===== src/rtl/seq_chunk_adder_if.sv =====
// +----------------------------------------------------------------------+
// | seq_chunk_adder_if : operand/result handshake bus for seq_chunk_adder |
// | Rev 1.0                                                               |
// +----------------------------------------------------------------------+
`default_nettype none

interface seq_chunk_adder_if #(
  parameter int WIDTH = 16
);
  logic             in_valid;
  logic             in_ready;
  logic [WIDTH-1:0] a;
  logic [WIDTH-1:0] b;
  logic             cin;
  logic             sub;
  logic             out_valid;
  logic             out_ready;
  logic [WIDTH-1:0] sum;
  logic             cout;
  logic             overflow;

  modport master (
    output in_valid, a, b, cin, sub, out_ready,
    input  in_ready, out_valid, sum, cout, overflow
  );

  modport slave (
    input  in_valid, a, b, cin, sub, out_ready,
    output in_ready, out_valid, sum, cout, overflow
  );
endinterface

`default_nettype wire


===== src/rtl/seq_chunk_adder.sv =====
// +----------------------------------------------------------------------+
// | seq_chunk_adder : multi-cycle add/subtract, CHUNK bits per clock      |
// | Rev 1.0                                                               |
// +----------------------------------------------------------------------+
`default_nettype none

module seq_chunk_adder #(
  parameter int WIDTH = 16,
  parameter int CHUNK = 4
) (
  input  logic               clk,
  input  logic               rst_n,
  seq_chunk_adder_if.slave   bus
);

  localparam int N      = WIDTH / CHUNK;
  localparam int IDX_W  = (N > 1) ? $clog2(N) : 1;
  localparam int BASE_W = $clog2(WIDTH);

  typedef enum logic [1:0] {
    IDLE = 2'd0,
    CALC = 2'd1,
    DONE = 2'd2
  } state_t;

  state_t             state_q, state_d;
  logic [WIDTH-1:0]   a_q, a_d;
  logic [WIDTH-1:0]   b_q, b_d;
  logic [WIDTH-1:0]   res_q, res_d;
  logic [WIDTH-1:0]   sum_q, sum_d;
  logic               carry_q, carry_d;
  logic               cout_q, cout_d;
  logic               ovf_q, ovf_d;
  logic [IDX_W-1:0]   idx_q, idx_d;

  logic [BASE_W-1:0]  base;
  logic [CHUNK:0]     chunk_sum;
  logic [WIDTH-1:0]   res_next;

  // Subtraction is folded in at accept time: b is inverted and the borrow-in
  // becomes a carry-in, so the datapath below is a plain adder.
  always_comb begin
    base      = BASE_W'(int'(idx_q) * CHUNK);
    chunk_sum = {1'b0, a_q[base +: CHUNK]} + {1'b0, b_q[base +: CHUNK]}
              + {{CHUNK{1'b0}}, carry_q};
    res_next  = res_q;
    res_next[base +: CHUNK] = chunk_sum[CHUNK-1:0];
  end

  always_comb begin
    state_d = state_q;
    a_d     = a_q;
    b_d     = b_q;
    res_d   = res_q;
    sum_d   = sum_q;
    carry_d = carry_q;
    cout_d  = cout_q;
    ovf_d   = ovf_q;
    idx_d   = idx_q;

    case (state_q)
      IDLE: begin
        if (bus.in_valid) begin
          a_d     = bus.a;
          b_d     = bus.b ^ {WIDTH{bus.sub}};
          carry_d = bus.cin ^ bus.sub;
          idx_d   = '0;
          state_d = CALC;
        end
      end
      CALC: begin
        res_d   = res_next;
        carry_d = chunk_sum[CHUNK];
        idx_d   = idx_q + IDX_W'(1);
        if (idx_q == IDX_W'(N - 1)) begin
          state_d = DONE;
          sum_d   = res_next;
          cout_d  = chunk_sum[CHUNK];
          // carry into the MSB is recovered from the MSB sum bit and operands
          ovf_d   = chunk_sum[CHUNK] ^ res_next[WIDTH-1] ^ a_q[WIDTH-1] ^ b_q[WIDTH-1];
        end
      end
      DONE: begin
        if (bus.out_ready) begin
          state_d = IDLE;
        end
      end
      default: state_d = IDLE;
    endcase
  end

  always_ff @(posedge clk or negedge rst_n) begin
    if (!rst_n) begin
      state_q <= IDLE;
      a_q     <= '0;
      b_q     <= '0;
      res_q   <= '0;
      sum_q   <= '0;
      carry_q <= 1'b0;
      cout_q  <= 1'b0;
      ovf_q   <= 1'b0;
      idx_q   <= '0;
    end else begin
      state_q <= state_d;
      a_q     <= a_d;
      b_q     <= b_d;
      res_q   <= res_d;
      sum_q   <= sum_d;
      carry_q <= carry_d;
      cout_q  <= cout_d;
      ovf_q   <= ovf_d;
      idx_q   <= idx_d;
    end
  end

  assign bus.in_ready  = (state_q == IDLE);
  assign bus.out_valid = (state_q == DONE);
  assign bus.sum       = sum_q;
  assign bus.cout      = cout_q;
  assign bus.overflow  = ovf_q;

endmodule

`default_nettype wire


===== src/flat_wrapper.sv =====
// flat-port wrapper written by rule: the top's interface ports become plain ports
module seq_chunk_adder_flat 
#(
  parameter int WIDTH = 16,
  parameter int CHUNK = 4
)
  (clk, rst_n, bus_in_valid, bus_a, bus_b, bus_cin, bus_sub, bus_out_ready, bus_in_ready, bus_out_valid, bus_sum, bus_cout, bus_overflow);
  seq_chunk_adder_if #(.WIDTH(WIDTH)) bus_i ();
  input  logic clk;
  input  logic rst_n;
  input wire logic [$bits(bus_i.in_valid)-1:0] bus_in_valid;
  input wire logic [$bits(bus_i.a)-1:0] bus_a;
  input wire logic [$bits(bus_i.b)-1:0] bus_b;
  input wire logic [$bits(bus_i.cin)-1:0] bus_cin;
  input wire logic [$bits(bus_i.sub)-1:0] bus_sub;
  input wire logic [$bits(bus_i.out_ready)-1:0] bus_out_ready;
  output wire logic [$bits(bus_i.in_ready)-1:0] bus_in_ready;
  output wire logic [$bits(bus_i.out_valid)-1:0] bus_out_valid;
  output wire logic [$bits(bus_i.sum)-1:0] bus_sum;
  output wire logic [$bits(bus_i.cout)-1:0] bus_cout;
  output wire logic [$bits(bus_i.overflow)-1:0] bus_overflow;
  assign bus_i.in_valid = bus_in_valid;
  assign bus_i.a = bus_a;
  assign bus_i.b = bus_b;
  assign bus_i.cin = bus_cin;
  assign bus_i.sub = bus_sub;
  assign bus_i.out_ready = bus_out_ready;
  assign bus_in_ready = bus_i.in_ready;
  assign bus_out_valid = bus_i.out_valid;
  assign bus_sum = bus_i.sum;
  assign bus_cout = bus_i.cout;
  assign bus_overflow = bus_i.overflow;
  seq_chunk_adder #(.WIDTH(WIDTH), .CHUNK(CHUNK)) u_core (.clk(clk), .rst_n(rst_n), .bus(bus_i));
endmodule

===== config.mk =====
export PLATFORM = sky130hd
export DESIGN_NAME = seq_chunk_adder_flat
export DESIGN_NICKNAME = d
export VERILOG_FILES = /design/src/rtl/seq_chunk_adder_if.sv /design/src/rtl/seq_chunk_adder.sv /design/src/flat_wrapper.sv
export SDC_FILE = /design/constraint.sdc
export NUM_CORES = 1
export LEC_CHECK = 0
export CORE_MARGIN = 2
export CORE_UTILIZATION = 40
export DETAILED_ROUTE_END_ITERATION = 16
export PLACE_DENSITY_LB_ADDON = 0.05
export SLEW_MARGIN = 0
export SYNTH_ARGS = -nofsm -noshare
export SYNTH_HDL_FRONTEND = slang
export SYNTH_SLANG_ARGS = --single-unit

===== constraint.sdc =====
create_clock -name clk -period 3 [get_ports clk]
set_clock_uncertainty 0.2 [all_clocks]
set_input_delay 0.9 -clock clk [delete_from_list [all_inputs] [get_ports clk]]
set_output_delay 0.9 -clock clk [all_outputs]
set_load 0.02 [all_outputs]

* Yosys cells after proc, flatten, opt, wreduce, memory -nomap -nowiden *
Cells that the tools add are included.

word-level totals
  bits of input ports = 38
  flip-flop bits (word level) = 71
  logic and storage cells = 43

cells by class
  reduce and logical (&&, ||, !) cells = 6
  multiplexer cells = 9
  eq/ne operators = 6
  add/sub/neg operators = 4
  shift operators = 4
  bitwise logic cells = 5

operators by type and width
  kind                                                    number
  variable part select 16 x 5 -> 4 bit                    2
  bitwise mux 16 bit                                      1
  variable shift 4 x 6 -> 16 bit (first input constant)   1
  variable part select 4 x 6 -> 16 bit                    1
  XOR 16 bit                                              1
  2-to-1 mux 2 bit                                        4
  negator 4 -> 6 bit                                      1
  one-hot mux 2 bit (3 select lines)                      1
  AND reduction 2 bit                                     3
  adder 4 x 4 -> 5 bit                                    1
  adder 5 x 1 -> 5 bit                                    1
  == test 2 bit (second input constant)                   2
  inequality test 2 bit (second input constant)           2
  one-hot mux 2 bit (2 select lines)                      1
  XOR 1 bit                                               4
  AND reduction 3 bit                                     1
  adder 2 x 1 -> 2 bit (second input constant)            1
  == test 2 x 1 -> 1 bit (second input constant)          1
  zero test 2 bit                                         1
  inequality test 2 x 1 -> 1 bit (second input constant)  1
  one-hot mux 1 bit (2 select lines)                      1
  nonzero test 2 bit                                      1
  2-to-1 mux 1 bit                                        1

* Logic depth before layout (Yosys ltp) *
Gate-level depths: netlist of the first run.

  depth after elaboration = 8
  depth in mapped cells = 10

* Worst setup path after synthesis of the first run *
No wires, ideal clock.

  path kind = register to register
  start point = register u_core.idx_q[0]
  end point = register u_core.ovf_q, in the netlist u_core.bus.overflow
  path buffers = 1
  clock period less this slack = 2.879 ns
  stages on the path, launching flop included = 11
  slack = 0.121 ns
  library setup time = 0.127 ns
  data arrival time = 2.552 ns
  path through = dfrtp_1 buf_2 mux4_2 fa_1 inv_1 fa_1 nand2b_1 o2bb2ai_1 xnor2_1 xnor2_1 o21ai_1

between the ends
  longest elaborated chain between the ends = 8
  elaborated cells on any way between the ends = 13
  classes of those cells = add/sub: 3; eq/ne: 1; shift: 4; mux: 1; bitwise: 3; reduce/logical: 1

ends and longest elaborated chain
  what                                  RTL line                source
  start, declared                       seq_chunk_adder.sv:34   logic [IDX_W-1:0] idx_q, idx_d;
  start signal, assigned                seq_chunk_adder.sv:112  idx_q <= idx_d;
  variable part select 16 x 5 -> 4 bit  seq_chunk_adder.sv:44   chunk_sum = {1'b0, a_q[base +: CHUNK]} + {1'b0, b_q[base +: CHUNK]}
  adder 4 x 4 -> 5 bit                  seq_chunk_adder.sv:44
  adder 5 x 1 -> 5 bit                  seq_chunk_adder.sv:45   + {{CHUNK{1'b0}}, carry_q};
  variable part select 4 x 6 -> 16 bit  seq_chunk_adder.sv:47   res_next[base +: CHUNK] = chunk_sum[CHUNK-1:0];
  bitwise mux 16 bit                    seq_chunk_adder.sv:47
  XOR 1 bit (3 in a row)                seq_chunk_adder.sv:80   ovf_d = chunk_sum[CHUNK] ^ res_next[WIDTH-1] ^ a_q[WIDTH-1] ^ b_q[WIDTH-1];
  end signal, assigned                  seq_chunk_adder.sv:111  ovf_q <= ovf_d;
  end, declared                         seq_chunk_adder.sv:33   logic ovf_q, ovf_d;

Parallel ways exist; a longest one is shown, timed or not.
A chain may end at the register's enable or synchronous reset.

* Worst setup path after layout of the first run *
  start point = register u_core.idx_q[0]
  end point = register u_core.res_q[7]

between the ends
  longest elaborated chain between the ends = 5
  elaborated cells on any way between the ends = 8
  classes of those cells = add/sub: 3; shift: 4; mux: 1

ends and longest elaborated chain
  what                                  RTL line                source
  variable part select 16 x 5 -> 4 bit  seq_chunk_adder.sv:44
  adder 4 x 4 -> 5 bit                  seq_chunk_adder.sv:44
  adder 5 x 1 -> 5 bit                  seq_chunk_adder.sv:45
  variable part select 4 x 6 -> 16 bit  seq_chunk_adder.sv:47
  bitwise mux 16 bit (*)                seq_chunk_adder.sv:47
  end signal, assigned                  seq_chunk_adder.sv:107  res_q <= res_d;
  end, declared                         seq_chunk_adder.sv:29   logic [WIDTH-1:0] res_q, res_d;

Mark *: on every way between the ends. The rest lies on a longest branch, timed or not.

==> impl_metrics.yaml, run 1 <==
status:
  status: "finished, final reports clean"
placed_design:
  port_buffers: 57
  place.gp.congestion: 0.793
  dp_hpwl_mm: 5.38
clock_tree:
  path_clk_slew_ps: 80
  cts_hold_buffers: 0
  cts-htree-levels: 3
  clock_path_buffers: 2
  cts_buffers: 9
  root_buffer: "clkbuf_8"
  worstSkewPairLatency_ps: 360
  ctsResizeCount: 0
  cts_sinks: 71
  post_cts_buffers: 0
  cts_tree: "built"
job:
  timing.max_cap.violations: 0
grt:
  grt_pass1_wl_mm: 12.1
  grt_usage_pct: 17.6
  grt-ovfl-total: 0
  grt_start_max_net_pins: 53
  antenna_found_initial: 0
  grt_pass1_vias: 2486
setup_path:
  path_buf_inv: 2
  cp.arrival_ps: 2860
  cp_slowest_cell: "mux4_2"
  timing.critical_path.cells: "buf_4, mux4_2, ha_1, a21oi_1, a21oi_1, nor3_1, buf_4, a22o_1"
  cpPeakStageDelay_ps: 510
  crit_path_max_fanout: 6
  path_class: "reg2reg"
  crit_path_start_kind: "register"
  crit_path_end_kind: "register"
  crit_family: "compound AO/OA/AOI/OAI gates"
  required_ps: 3050
timing:
  finalSetupViolations: 0
  final.setup.tns_ps: 0
  min_period_ps: 2810
  fmax_ghz: 0.356
  slew_viol_final: 0
  rsz0062_at_grt: "false"
  post-route-period-util_pct: 93.7
  hold_slack_ps: 277
  max_slew.worst_pin.slew_ps: 705
  hold_viol: 0
  max_slew_margin_pct: 52.9
cells_and_area:
  drive_above_1_share_pct: 11.8
  fillers: 772
  antenna_cells: 0
  nNetsFinal: 441
  syn_to_final_growth_pct: 28.8
  regArea_um2: 1780
  multi_input_area_um2: 1520
  final_cell_mix: "nand2_1, dfrtp_1, clkdlybuf4s50_1"
  final_common_cell: "nand2_1"
synthesis:
  synth.avg_cell_area_um2: 10.5
  synth.yosys.seq_area_share_pct: 52.2
  ys_ff_latch: 71
  yosysWarningCount: 0
  synthesis.nets: 374
  synth_edf_count: 0
  post_synth_inst_count: 325
  synthFlopType: "dfrtp_1"
  synth_area_um2: 3400
  async_reset_ff_share_pct: 100
  synthDistinctLibCells: 33
floorplan:
  core_area_um2: 8220
  start_util_pct: 41.4
  die_h_um: 96.2
  die_area_um2: 9260
  pin_count: 58
  die_w_um: 96.2
  rows: 33
route:
  drc_errors: 0
  drtPass1Iterations: 4
  num_vias: 2531
  wl_per_cell_um: 14.6
  wirelength_mm: 7.32
  vias_per_cell: 5.04
  initialDrtViolationCount: 55
  ant_nets: 0
worst_hold_path:
  hold_path_class: "reg2reg"
power_and_ir_drop:
  power.density_nw_per_um2: 1160
  ir_worst_vdd_mv: 0.503
  p_leak_nw: 1.93
[layout make-up]
| type | instances | area share (%) |
|---|---|---|
| Timing Repair Buffer | 72 | 15.8 |
| Tap cell | 105 | 3.00 |
| Multi-Input combinational cell | 226 | 34.6 |
| Inverter | 12 | 1.03 |
| Clock buffer | 9 | 2.83 |
| Sequential cell | 71 | 40.6 |
| Clock inverter | 7 | 2.20 |
[metrics by stage]
step | power [mW] | utilization (%) | std cells | instance area, um^2 | worst slack (ps)
4_1_cts | 5.15 | 53.3 | 502 | 4380 | 174
6_report | 5.08 | 53.3 | 502 | 4380 | 189
2_1_floorplan | 3.27 | - | 325 | 3400 | 121
3_3_place_gp | 4.23 | 50.6 | 486 | 4160 | 240
3_5_place_dp | 4.29 | 50.6 | 486 | 4160 | 171
5_1_grt | 5.50 | 53.3 | 502 | 4380 | 28.1
[power breakdown]
part | internal, mW | total (mW) | switching [mW]
Clock | 0.469 | 0.847 | 0.379
Combinational | 1.15 | 2.64 | 1.49
Sequential | 1.34 | 1.60 | 0.252
Total | 2.96 | 5.08 | 2.12
[cell usage after synthesis, types with 2 or more instances]
library cell | n | area share, %
ha_1 | 9 | 3.3
nand2_1 | 89 | 9.8
a22o_1 | 11 | 2.8
and2_1 | 2 | 0.37
fa_1 | 2 | 1.2
nor2_1 | 4 | 0.44
a22oi_1 | 12 | 2.6
mux4_2 | 8 | 5.3
nand3_1 | 3 | 0.44
inv_1 | 11 | 1.2
clkbuf_1 | 13 | 1.4
buf_2 | 2 | 0.29
dfrtp_1 | 71 | 52
xnor2_1 | 20 | 5.2
nor4b_2 | 3 | 1.3
nand2b_1 | 3 | 0.55
nor2b_1 | 4 | 0.74
a21oi_1 | 5 | 0.74
a32o_1 | 4 | 1.2
o21ai_0 | 36 | 5.3
[logic make-up after synthesis]
logic type      count (synthesis)  share of synthesized area, %
compound gates                 73                          14.4
xor+xnor                       21                          5.41
fa+ha+maj                      11                          4.49
buf+inv                        28                          3.16
flops                          71                          52.2
mux                             9                          5.63
simple gates                  112                          14.7
[sequential cells by signal, summed over array words and instances (netlist names)]
| signal | cells |
|---|---|
| u_core.bus.sum | 16 |
| u_core.carry_q | 1 |
| u_core.idx_q | 2 |
| u_core.b_q | 16 |
| u_core.a_q | 16 |
| u_core.bus.cout | 1 |
| u_core.bus.overflow | 1 |
| u_core.state_q | 2 |
| u_core.res_q | 16 |
[worst register-to-register path, stage by stage (launching register included)]
cell and delay (ps):
dfrtp_1 480, buf_4 220, mux4_2 510, ha_1 360
a21oi_1 100, a21oi_1 370, nor3_1 100, buf_4 160
a22o_1 220
[per-layer routing]
layer	wire length, um	GRT usage [%]	vias up
li1	-	-	1247
met1	3160	21.5	1224
met2	3740	29.4	48
met3	307	5.17	12
met4	121	6.43	0
met5	0	0	-
[final timing paths]
| kind | from | end | slack (ps) | depth (start not counted) |
|---|---|---|---|---|
| worst min-delay path | u_core.b_q[12] | u_core.b_q[12] | 280 | 2 |
| worst max register to register | u_core.idx_q[0] | u_core.res_q[7] | 190 | 8 |
| max in group asynchronous | rst_n | u_core.res_q[8] | 1540 | 2 |
| min in group asynchronous | rst_n | u_core.bus.sum[4] | 340 | 1 |
| worst max-delay path | u_core.idx_q[0] | u_core.res_q[7] | 190 | 8 |
| worst min register to register | u_core.b_q[12] | u_core.b_q[12] | 280 | 2 |
Note: power is estimated with default switching activity, not from simulation.
==> run 2: changes to the inputs <==
--- a/config.mk
+++ b/config.mk
@@ -9,7 +9,6 @@
 export CORE_UTILIZATION = 40
 export DETAILED_ROUTE_END_ITERATION = 16
 export PLACE_DENSITY_LB_ADDON = 0.05
-export SLEW_MARGIN = 0
 export SYNTH_ARGS = -nofsm -noshare
 export SYNTH_HDL_FRONTEND = slang
 export SYNTH_SLANG_ARGS = --single-unit
==> constraint.sdc (replaced) <==
create_clock -name clk -period 3 [get_ports clk]
set_clock_uncertainty 0.2 [all_clocks]
set_input_delay 0.9 -clock clk [delete_from_list [all_inputs] [get_ports clk]]
set_output_delay 0.9 -clock clk [all_outputs]
set_load 0.005 [all_outputs]
==> results of run 2 <==
The final DEF is identical to that of run 1. Status: finished, final reports clean.
Main changes from that run: total power 5.08 mW -> 4.97 mW; worst IR drop on VDD 0.503 mV -> 0.502 mV
==> run 3: changes to the inputs <==
--- a/config.mk
+++ b/config.mk
@@ -8,6 +8,7 @@
 export CORE_MARGIN = 2
 export CORE_UTILIZATION = 40
 export DETAILED_ROUTE_END_ITERATION = 16
+export DONT_BUFFER_PORTS = 1
 export PLACE_DENSITY_LB_ADDON = 0.05
 export SYNTH_ARGS = -nofsm -noshare
 export SYNTH_HDL_FRONTEND = slang
==> run 3 against run 2 <==
Largest power group unchanged; first-iteration DRC count shrank 13%; worst setup slack gained 61 ps; worst hold slack lost 240 ps; power shrank 7.9%; sequential power is essentially flat; sequential cell count is the same; critical path depth is the same; utilization shrank 7.4 points.
==> impl_metrics.yaml, run 3 (synthesized netlist as in run 1, its figures left out) <==
route:
  drc_errors: 0
  initialDrtViolationCount: 48
  num_vias: 2245
  wl_per_cell_um: 16.0
  wirelength_mm: 7.11
  drtPass1Iterations: 4
  ant_nets: 0
  vias_per_cell: 5.06
clock_tree:
  root_buffer: "clkbuf_8"
  clock_path_buffers: 2
  cts_buffers: 9
  cts-htree-levels: 3
  path_clk_slew_ps: 90
  cts_tree: "built"
  cts_sinks: 71
  worstSkewPairLatency_ps: 350
cells_and_area:
  regArea_um2: 1780
  multi_input_area_um2: 1520
  nNetsFinal: 383
  fillers: 803
  antenna_cells: 0
  drive_above_1_share_pct: 13.6
  final_common_cell: "nand2_1"
  syn_to_final_growth_pct: 11.0
  finalInstanceArea_um2: 3770
  final_cell_mix: "nand2_1, dfrtp_1, o21ai_0"
placed_design:
  dp_hpwl_mm: 5.07
  place_area_um2: 3570
  place.gp.congestion: 0.749
  port_buffers: 0
floorplan:
  pin_count: 58
  die_area_um2: 9260
  core_area_um2: 8220
  rows: 33
  die_w_um: 96.2
  die_h_um: 96.2
  start_util_pct: 41.4
status:
  status: "finished, final reports clean"
worst_hold_path:
  hold_path_class: "in2async"
grt:
  grt_usage_pct: 17.2
  grt-ovfl-total: 0
  grt_pass1_wl_mm: 11.7
  antenna_found_initial: 0
  grt_start_max_net_pins: 72
  grt_pass1_vias: 2273
setup_path:
  startpoint: "u_core.idx_q[0]"
  rrSetupSlack_ps: 250
  cp_slowest_cell: "mux4_2"
  crit_path_start_kind: "register"
  reg2regPathDepth: 8
  cpPeakStageDelay_ps: 500
  required_ps: 3030
  cp.arrival_ps: 2780
  path_class: "reg2reg"
  crit_path_max_fanout: 8
  endpoint: "u_core.res_q[3]"
  rr_startpoint: "u_core.idx_q[0]"
  worstReg2RegEnd: "u_core.res_q[3]"
  timing.critical_path.cells: "buf_4, mux4_2, ha_1, a21oi_1, a21oi_1, nor3_1, buf_4, a22o_1"
  crit_path_end_kind: "register"
timing:
  hold_viol: 0
  rsz0062_at_grt: "false"
  hold_slack_ps: 35.7
  slew_viol_final: 0
  post-route-period-util_pct: 91.6
  finalSetupViolations: 0
  final.setup.tns_ps: 0
  max_slew_margin_pct: 63.2
  fmax_ghz: 0.364
  max_slew.worst_pin.slew_ps: 548
  min_period_ps: 2750
power_and_ir_drop:
  power.total_mw: 4.57
  power.density_nw_per_um2: 1210
  ir_worst_vdd_mv: 0.496
  p_leak_nw: 1.71
job:
  timing.max_cap.violations: 0
run 3: through the flow:
step / instances / util (%) / setup slack, ps
after global routing: 444 / 45.9 / 39.2
after global placement: 428 / 43.5 / 141
after detailed placement: 428 / 43.5 / 146
final: 444 / 45.9 / 251
after floorplan: 325 / - / 121
after CTS: 444 / 45.9 / 121
run 3: worst min path at each step:
stage | startpoint | to
finish | rst_n | u_core.bus.sum[4]
global route | rst_n | u_core.bus.sum[4]
CTS | rst_n | u_core.bus.sum[4]
detailed placement | u_core.a_q[3] | u_core.a_q[3]
global placement | u_core.a_q[3] | u_core.a_q[3]
floorplan | u_core.a_q[10] | u_core.a_q[10]
run 3: final cells by class:
type	count	share of cell area [%]
flip-flops and latches	71	47.1
multi-input cells	226	40.2
well taps	105	3.48
clock buffers	9	3.28
repair buffers	14	2.79
clock inverters	7	1.96
inverters	12	1.19
run 3: worst max-delay path: cells and delay by family, from the launching register on:
kind | cells | cell delay (ps)
DFF | 1 | 480
buffers and inverters | 2 | 340
adders and majority gates | 1 | 360
muxes | 1 | 500
and+or+nand+nor | 1 | 100
AOI/OAI and AO/OA | 3 | 660
run 3: metal layers:
layer | up-vias | part of all wire, % | GRT usage [%]
met5 | - | 0 | 0
met4 | 0 | 1.5 | 7.14
met3 | 9 | 2.9 | 3.29
met2 | 38 | 51 | 29.1
met1 | 1063 | 45 | 21.5
li1 | 1135 | - | -
run 3: report_power, final:
part           switching (mW)  internal [mW]  leakage [nW]
clock                   0.376          0.385        0.0992
combinational            1.28          0.904         0.684
sequential              0.283           1.35         0.924
total                    1.94           2.64          1.71
run 3: timing repair:
item / in CTS / in global routing
hold buffers: 0 / 0
setup buffers: 0 / 0
gates resized for setup: 0 / 1
setup endpoints to repair: 0 / 11
